==> src/rtl/mux_16_to_1_if.sv <==
// Bundle of the lane bus, select index, capture enable and selector outputs.
// The testbench drives through master; the selector itself uses slave.
interface mux_16_to_1_if #(
    parameter int DATA_W = 1
);
    logic [16*DATA_W-1:0] in;
    logic [3:0]           sel;
    logic                 en;
    logic [DATA_W-1:0]    out;
    logic                 out_valid;
    logic [15:0]          sel_onehot;

    modport master (
        output in,
        output sel,
        output en,
        input  out,
        input  out_valid,
        input  sel_onehot
    );

    modport slave (
        input  in,
        input  sel,
        input  en,
        output out,
        output out_valid,
        output sel_onehot
    );
endinterface

==> src/rtl/mux_16_to_1.sv <==
// 16-to-1 lane selector with optional output register and a one-hot debug
// decode of the select index.
module mux_16_to_1 #(
    parameter int DATA_W  = 1,
    parameter bit OUT_REG = 1'b1
) (
    input  logic          clk,
    input  logic          rst,
    mux_16_to_1_if.slave  bus
);

    logic [DATA_W-1:0] lane_sel;
    logic [15:0]       onehot;

    always_comb begin
        lane_sel = bus.in[bus.sel*DATA_W +: DATA_W];
    end

    always_comb begin
        onehot          = 16'h0000;
        onehot[bus.sel] = 1'b1;
    end

    assign bus.sel_onehot = onehot;

    generate
        if (OUT_REG) begin : g_reg
            logic [DATA_W-1:0] out_d;
            logic [DATA_W-1:0] out_q;
            logic              valid_d;
            logic              valid_q;

            always_comb begin
                out_d   = out_q;
                valid_d = valid_q;
                if (bus.en) begin
                    out_d   = lane_sel;
                    valid_d = 1'b1;
                end
            end

            // rst dominates en and clears the register without waiting for clk
            always_ff @(posedge clk or posedge rst) begin
                if (rst) begin
                    out_q   <= '0;
                    valid_q <= 1'b0;
                end else begin
                    out_q   <= out_d;
                    valid_q <= valid_d;
                end
            end

            assign bus.out       = out_q;
            assign bus.out_valid = valid_q;
        end else begin : g_comb
            assign bus.out       = lane_sel;
            assign bus.out_valid = ~rst;
        end
    endgenerate

endmodule

==> src/flat_wrapper.sv <==
// flat-port wrapper written by rule: the top's interface ports become plain ports
module mux_16_to_1_flat 
#(
    parameter int DATA_W  = 1,
    parameter bit OUT_REG = 1'b1
)
  (clk, rst, bus_in, bus_sel, bus_en, bus_out, bus_out_valid, bus_sel_onehot);
  mux_16_to_1_if #(.DATA_W(DATA_W)) bus_i ();
  input  logic clk;
  input  logic rst;
  input wire logic [$bits(bus_i.in)-1:0] bus_in;
  input wire logic [$bits(bus_i.sel)-1:0] bus_sel;
  input wire logic [$bits(bus_i.en)-1:0] bus_en;
  output wire logic [$bits(bus_i.out)-1:0] bus_out;
  output wire logic [$bits(bus_i.out_valid)-1:0] bus_out_valid;
  output wire logic [$bits(bus_i.sel_onehot)-1:0] bus_sel_onehot;
  assign bus_i.in = bus_in;
  assign bus_i.sel = bus_sel;
  assign bus_i.en = bus_en;
  assign bus_out = bus_i.out;
  assign bus_out_valid = bus_i.out_valid;
  assign bus_sel_onehot = bus_i.sel_onehot;
  mux_16_to_1 #(.DATA_W(DATA_W), .OUT_REG(OUT_REG)) u_core (.clk(clk), .rst(rst), .bus(bus_i));
endmodule
==> config.mk <==
export PLATFORM = sky130hd
export DESIGN_NAME = mux_16_to_1_flat
export DESIGN_NICKNAME = d
export VERILOG_FILES = /design/src/rtl/mux_16_to_1_if.sv /design/src/rtl/mux_16_to_1.sv /design/src/flat_wrapper.sv
export SDC_FILE = /design/constraint.sdc
export NUM_CORES = 1
export LEC_CHECK = 0
export CORE_ASPECT_RATIO = 1.1
export CORE_MARGIN = 3
export CORE_UTILIZATION = 23
export DETAILED_ROUTE_END_ITERATION = 16
export PLACE_DENSITY = 0.75
export SLEW_MARGIN = 30
export SYNTH_ARGS = -nofsm -noshare
export SYNTH_HDL_FRONTEND = slang
export SYNTH_SLANG_ARGS = --single-unit
==> constraint.sdc <==
create_clock -name clk -period 0.9 [get_ports clk]
set_clock_uncertainty 0.15 [all_clocks]
set_input_delay 0.135 -clock clk [delete_from_list [all_inputs] [get_ports clk]]
set_output_delay 0.135 -clock clk [all_outputs]
set_load 0.01 [all_outputs]
==> out/qor.yml <==
routing:
  first_pass_iters: 4
  drt_iter0_drc: 9
  drcViolationCount: 0
  vias: 532
  post_drt_wl_per_cell_um: 13.3
  totalWireLength_mm: 1.49
  postRouteAntennaNets: 0
  viasPerCell: 4.75
worst_hold_path:
  worstHoldEndpoint: "u_core.bus.out"
  timing.hold.worst.class: "input port to flop"
  min_path_cells: 4
  worstHoldStart: "bus_sel[1]"
critical_path:
  r2r-start: "u_core.bus.out"
  worst_path_max_delay_cell: "mux4_2"
  slowest_delay_ns: 0.44
  cp_max_fo: 1
  cp.arrival_ns: 1.31
  crit_required_ns: 0.85
  path_cells: "dlygate4sd2_1 -> mux4_2 -> mux2i_1 -> mux2i_1 -> mux2_4"
  cpMostUsedCell: "mux2i_1"
  setup.worst_path.class: "input port to flop"
  rr_endpoint: "u_core.bus.out"
  reg2reg_depth: 2
  cp-start-kind: "input port"
  endpoint_kind: "flop"
  r2r_setup_slack_ns: -0.11
global_route:
  grt_pass1_vias: 523
  track_usage_pct: 15.6
  antenna_found_initial: 0
  grt_pass1_wl_mm: 2.25
  grt_overflow: 0
  grt_max_degree: 8
placement:
  dp.cells: 105
  place_congestion: 0.809
  hpwl_mm: 1.01
  io_buffers: 40
  dpl_worst_slack_ns: -1.15
clock_tree:
  clock_latency_ns: 0.22
  cts_inserted_buffers: 3
  clk_pin_slew_ns: 0.03
  cts_tree: "yes"
  clockRootBuffer: "clkbuf_4"
  htreeDepth: 1
  cts_buffer_depth: 2
  clock-sinks: 2
sta:
  worstMarginPinSlew_ns: 0.311
  relSlewSlack_pct: 79.2
  drv_slew: 0
  fin_crit_ns: 1.36
  hold_viol_final: 0
  period_share_pct: 151
  fin_ws_ns: -0.458
  setup_viol: 20
  rsz0062_at_grt: "yes"
  fmax_ghz: 0.736
synth:
  syn_area_per_cell_um2: 8.92
  ys.warnings.count: 0
  synth-async-reset-ratio_pct: 100
  netlist_instances: 38
  synth_seq_area_share_pct: 14.8
  syn_area_um2: 339
  ys_ff_latch: 2
  syn-num-nets: 61
  synth_edf_count: 0
  synth_flop_cell: "dfrtp_1"
  ys_types: 15
die:
  ios: 41
  num_rows: 13
  dieWidth_um: 42.6
  die_y_um: 46.3
  die-area_mm2: 0.00197
  start_util_pct: 26.4
  core-area_mm2: 0.00128
finish:
  fin_nets: 122
  nFillCells: 93
  syn2layout_area_growth_pct: 199
  instances_no_fill: 112
  final_common_cell: "buf_2"
  antenna_cells: 0
  drive_gt1_share_pct: 74.2
  layout_common_cells: "buf_2 (14), clkdlybuf4s15_1 (13), buf_6 (13)"
run_status:
  outcome: "complete, but fails checks"
  violations: "negative setup slack"
pwr:
  leakage_nw: 0.473
  irDropWorstVdd_mv: 0.415
  p_per_area_mw_per_mm2: 697
job:
  drv_cap: 0
[worst max-delay path: cells and delay by family]
family / cells / cell delay (ns)
buf+inv: 1 / 0.23
mux: 4 / 0.95
[power breakdown]
part | total, W | internal (W) | switching, W | leakage (nW)
Clock | 0.000196 | 0.000147 | 0.0000493 | 0.0138
Sequential | 0.000104 | 0.0000996 | 0.00000396 | 0.0204
Combinational | 0.000407 | 0.000246 | 0.000161 | 0.439
Total | 0.000707 | 0.000493 | 0.000215 | 0.473
[metal layers]
metal	global-route usage, %	part of all wire [%]	up-vias
li1	-	-	256
met1	16.2	34	246
met2	29.8	59	30
met3	3.52	6.3	0
met4	7.45	0	0
met5	0	0	-
[kinds of logic after synthesis]
family / count (synthesis) / share of synthesized area, %
AND/OR/NAND/NOR: 23 / 32.5
multiplexers: 8 / 44.3
buffers and inverters: 5 / 8.48
flip-flops: 2 / 14.8
[through the flow]
step | setup TNS, ns | hold slack [ns] | utilization (%) | total power [W] | area, um^2
finish | -5.04 | 0.351 | 79.0 | 0.000707 | 1010
global route | -5.76 | 0.358 | 79.0 | 0.000757 | 1010
CTS | -3.34 | 0.340 | 68.0 | 0.000652 | 873
detailed placement | -18.75 | 0.153 | 67.1 | 0.000453 | 862
global placement | -18.68 | 0.144 | 67.1 | 0.000450 | 862
floorplan | -1.72 | -0.274 | - | 0.000253 | 378
[area by class of cell]
| class | instances | area [um^2] | area share (%) |
|---|---|---|---|
| clock buffer | 3 | 22.5 | 2.22 |
| inverter | 1 | 3.75 | 0.370 |
| multi-input combinational | 31 | 397 | 39.1 |
| sequential | 2 | 50.0 | 4.93 |
| tap | 15 | 18.8 | 1.85 |
| timing repair buffer | 60 | 523 | 51.5 |
[repair_timing]
action / 4_1_cts / 5_1_grt
endpoints found under the hold margin: 2 / 0
pin swaps: 6 / 5
setup buffers: 0 / 3
hold buffers: 1 / 0
gates cloned: 0 / 0
gates resized for setup: 143 / 26
setup endpoints to repair: 20 / 22
[registers in the layout, indices dropped and copies added, names as in the netlist]
name	count
u_core.bus.out_valid	1
u_core.bus.out	1
[how the worst max path moves through the flow]
stage / slack [ns] / to / startpoint
final: -0.46 / u_core.bus.out / bus_in[6]
after CTS: -0.43 / u_core.bus.out / bus_sel[2]
after floorplan: -0.53 / u_core.bus.out / bus_sel[2]
after detailed placement: -1.15 / bus_sel_onehot[4] / bus_sel[2]
after global routing: -0.48 / u_core.bus.out / bus_sel[2]
after global placement: -1.15 / bus_sel_onehot[4] / bus_sel[2]
[synth_stat cells (2+ instances only)]
master | instances | area, um^2
buf_2 | 2 | 10.0
dfrtp_1 | 2 | 50.1
mux2i_1 | 3 | 30.0
mux4_1 | 4 | 105
nand2_1 | 2 | 7.51
nand2b_1 | 3 | 18.8
nor2_1 | 9 | 33.8
nor3_1 | 6 | 30.0
No activity file was read; power rests on OpenSTA's default activity.
